### config.mk
export PLATFORM = sky130hd
export DESIGN_NAME = demux_8x1
export DESIGN_NICKNAME = d
export VERILOG_FILES = /design/src/rtl/demux_8x1.sv
export SDC_FILE = /design/constraint.sdc
export NUM_CORES = 1
export LEC_CHECK = 0
export BUFFER_PORTS_ARGS = -buffer_cell sky130_fd_sc_hd__buf_2
export CAP_MARGIN = 20
export CORE_AREA = 2 2 39 41
export DETAILED_ROUTE_END_ITERATION = 10
export DIE_AREA = 0 0 41 43
export SYNTH_ARGS = -nofsm -noshare
export SYNTH_HDL_FRONTEND = slang
export SYNTH_SLANG_ARGS = --single-unit
### constraint.sdc
create_clock -name clk -period 0.8 [get_ports clk]
set_input_delay 0.08 -clock clk [delete_from_list [all_inputs] [get_ports clk]]
set_output_delay 0.08 -clock clk [all_outputs]
set_load 0.02 [all_outputs]
### src/rtl/demux_8x1.sv
// 1-to-8 registered demultiplexer: routes `a` to the output chosen by `sel`
// and clears the other seven outputs every cycle.
module demux_8x1 #(
    parameter int WIDTH = 1
) (
    input  logic             clk,
    input  logic             rst,
    input  logic [WIDTH-1:0] a,
    input  logic [2:0]       sel,
    output logic [WIDTH-1:0] y0,
    output logic [WIDTH-1:0] y1,
    output logic [WIDTH-1:0] y2,
    output logic [WIDTH-1:0] y3,
    output logic [WIDTH-1:0] y4,
    output logic [WIDTH-1:0] y5,
    output logic [WIDTH-1:0] y6,
    output logic [WIDTH-1:0] y7
);

    // Unknown select codes decode to no output, so X/Z on sel yields all zeros.
    function automatic logic [7:0] decode_sel(input logic [2:0] s);
        logic [7:0] onehot;
        case (s)
            3'd0:    onehot = 8'b0000_0001;
            3'd1:    onehot = 8'b0000_0010;
            3'd2:    onehot = 8'b0000_0100;
            3'd3:    onehot = 8'b0000_1000;
            3'd4:    onehot = 8'b0001_0000;
            3'd5:    onehot = 8'b0010_0000;
            3'd6:    onehot = 8'b0100_0000;
            3'd7:    onehot = 8'b1000_0000;
            default: onehot = 8'b0000_0000;
        endcase
        return onehot;
    endfunction

    logic [7:0]       dec_s;
    logic [WIDTH-1:0] data_s [8];
    logic [WIDTH-1:0] y_r    [8];

    // Gate the data input with each decode bit to form the next output values.
    always_comb begin
        dec_s = decode_sel(sel);
        for (int i = 0; i < 8; i++) begin
            data_s[i] = a & {WIDTH{dec_s[i]}};
        end
    end

    // Output registers; reset clears everything immediately.
    always_ff @(posedge clk or posedge rst) begin
        if (rst) begin
            for (int i = 0; i < 8; i++) begin
                y_r[i] <= '0;
            end
        end else begin
            for (int i = 0; i < 8; i++) begin
                y_r[i] <= data_s[i];
            end
        end
    end

    assign y0 = y_r[0];
    assign y1 = y_r[1];
    assign y2 = y_r[2];
    assign y3 = y_r[3];
    assign y4 = y_r[4];
    assign y5 = y_r[5];
    assign y6 = y_r[6];
    assign y7 = y_r[7];

endmodule

# Word level (Yosys, flattened, before mapping)
# Memory sizes are Yosys's and may differ from the RTL's.
# Cells that the tools add are included.
# W data, S select, Z words.
# totals
output_inout_bits	8
mem_count	1
romBits	64
ff_bits	8
# op_classes
bitwise_logic	8
# mem_list
name	words	width	read_ports	rd_ports_with_merged_regs	write_ports	line	source
(no name shown)	8	8	1	0	0	23	case (s)
# ops
op	n
$and A1 B1 Y1	8

# Longest topological paths before layout
# An unclocked memory read counts as a cell.
# depth
depth_word	2
mapped_depth	1
depth_no_buf	1

# Worst setup path before layout
# OpenSTA, ideal clock, no wires.
# synth_timing
kind	register to output
startpoint	reg y_r (netlist bit y0)
endpoint	out y0
t_arrival_ns	0.416
slack_ns	0.304
path_buffers	0
t_required_ns	0.720
path_stages_with_launch	1
path_cell_list	dfrtp_1
# synth_rtl
item	line	source
start: declaration	39	logic [WIDTH-1:0] y_r [8];
start signal: indexed assignment	57	y_r[i] <= data_s[i];
end: declaration	10	output logic [WIDTH-1:0] y0,
# No word-level cell between the ends.

# Worst setup path after layout
# layout_timing
startpoint	reg y_r (netlist bit y4)
endpoint	out y4
# layout_rtl
item	line	source
end: declaration	14	output logic [WIDTH-1:0] y4,
# No word-level cell between the ends.

==> results.cfg <==
[setup_path]
slowest_delay_ns = 0.38
crit_chain = buf_6
critPathTopFamily = flip-flops
start_kind = flop
critPathSlowestCell = dfrtp_1
worstPathRequired_ns = 0.72
timing.critical_path.buf_inv = 1
critical_path_class = reg2out
cp_data_arrival_time_ns = 0.76
worstSetupEndpointType = output port
critPathMaxFanout = 1

[timing]
fmax_mhz = 1190
slew_headroom_pct = 79.2
fin_setup_tns_ns = -0.224
layout_setup_ws_ns = -0.0407
worst_slew_pin_slew_ns = 0.311
rsz0062_at_grt = yes
maxSlewViolCount = 0
hold_viol = 0
setup_viol = 8
period_minus_slack_ns = 0.841
period_share_pct = 105

[layout]
n_antenna_cell = 0
layout-drive-gt1-share_pct = 70.6
final_cell_mix = buf_6, dfrtp_1, buf_2
nNetsFinal = 42
fin_util_pct = 33.8
fillerInstances = 136
area_growth_pct = 55.8

[clocking]
cts.clk_slew.worst_paths_ns = 0.05
cts_root_buffer = clkbuf_4
cts.sinks = 8
clk_path_buf_depth = 2
cts_tree = done
htree_levels = 1
cts_buffers = 3

[detailed_routing]
ant_nets = 0
first_iter_violations = 2
drtPass1Iterations = 2
vias = 211
vias_per_cell = 4.22
wirelength_um = 552
wl_per_cell_um = 11.0
drc = 0

[synth]
yosysUniqueCellTypes = 6
netlist_instances = 17
syn_avg_cell_area_um2 = 17.7
synth_top_area_share_pct = 66.7
synthTopCellsByArea = dfrtp_1, and4bb_2, and4b_2, nor4b_2, and4_2
syn_area_um2 = 300
yosysWarnings = 0
yosysTopAreaCell = dfrtp_1
yosys_register_bits = 8
ys_seq_area_share_pct = 66.7
syn-num-nets = 23

[power]
p_leak_nw = 0.235
p_per_area_mw_per_mm2 = 1740
peakVddDrop_mv = 0.701

[status]
violations = negative setup slack
status = finished with violations

[placed_design]
io_buffer_count = 13
gp_congestion = 0.620

[worst_hold_path]
hold-path-cell-count = 2
whs_endpoint = y0
hold_path_class = in2reg
hp-start = sel[2]

[flow_run]
maxCapViolCount = 0

[global_route]
grt_pass1_wl_um = 869
grt_pass1_vias = 211
track_usage_pct = 8.11
grt_overflow_total = 0
antenna_found_initial = 0
grt_max_degree = 9

[die]
rows = 14
dieArea_mm2 = 0.00176
pin_count = 14
die_w_um = 41
start_util_pct = 21.7
coreArea_mm2 = 0.00138
die_height_um = 43
==> per-stage QoR <==
stage | cell area, µm² | hold WS (ns) | total power, mW | worst slack (ns) | instances
2_1_floorplan | 300 | -0.104 | 0.461 | 0.304 | 17
3_3_place_gp | 385 | 0.0362 | 0.499 | 0.210 | 46
4_1_cts | 468 | 0.0665 | 0.827 | -0.0520 | 50
5_1_grt | 468 | 0.0860 | 0.853 | -0.0777 | 50
3_5_place_dp | 385 | 0.0391 | 0.500 | 0.205 | 46
6_report | 468 | 0.0761 | 0.812 | -0.0407 | 50
==> sequential cells by signal, summed over array words and instances (netlist names) <==
name,flops
y1,1
y5,1
y3,1
y2,1
y0,1
y7,1
y6,1
y4,1
==> cell usage after synthesis <==
cell type,n
nor4b_2,1
and4b_2,3
and4bb_2,3
and4_2,1
dfrtp_1,8
inv_1,1
==> power breakdown <==
| part | internal, mW | switching (mW) |
|---|---|---|
| clock network | 0.171 | 0.130 |
| registers | 0.416 | 0.00467 |
| logic | 0.0450 | 0.0460 |
| total | 0.632 | 0.180 |
==> per-layer routing <==
layer  routed length [µm]  global-route usage, %  vias up
met3                   71                   8.90        0
li1                     -                      -      101
met5                    0                      0        -
met4                    0                   4.00        0
met2                  225                   8.75       15
met1                  256                   9.60       95
==> layout make-up <==
type	instances	area [µm²]	area share (%)
multi-input cells	8	96.3	20.6
repair buffers	14	125	26.7
inverters	1	3.75	0.802
well taps	16	20.0	4.28
flip-flops and latches	8	200	42.8
clock buffers	3	22.5	4.81
==> logic make-up after synthesis <==
logic type,share of synthesized area [%]
simple gates,32.1
flops,66.7
buf+inv,1.25
==> timing repair <==
item                                    4_1_cts  5_1_grt
endpoints found under the setup margin        8        8
cloned                                        0        0
setup buffers                                 0        0
pin swaps                                     0        0
gates resized for setup                      16        0
endpoints found under the hold margin         8        0
hold buffers                                  1        0
==> worst max path at each step <==
stage                       from  endpoint  cells past startpoint  slack, ns
after global routing          y4        y4                      1      -0.08
after detailed placement  sel[2]        y1                      2       0.20
after CTS                     y4        y4                      1      -0.05
after floorplan               y0        y0                      0       0.30
after global placement    sel[2]        y1                      2       0.21
final                         y4        y4                      1      -0.04
Power figures use the tool's default switching activity.
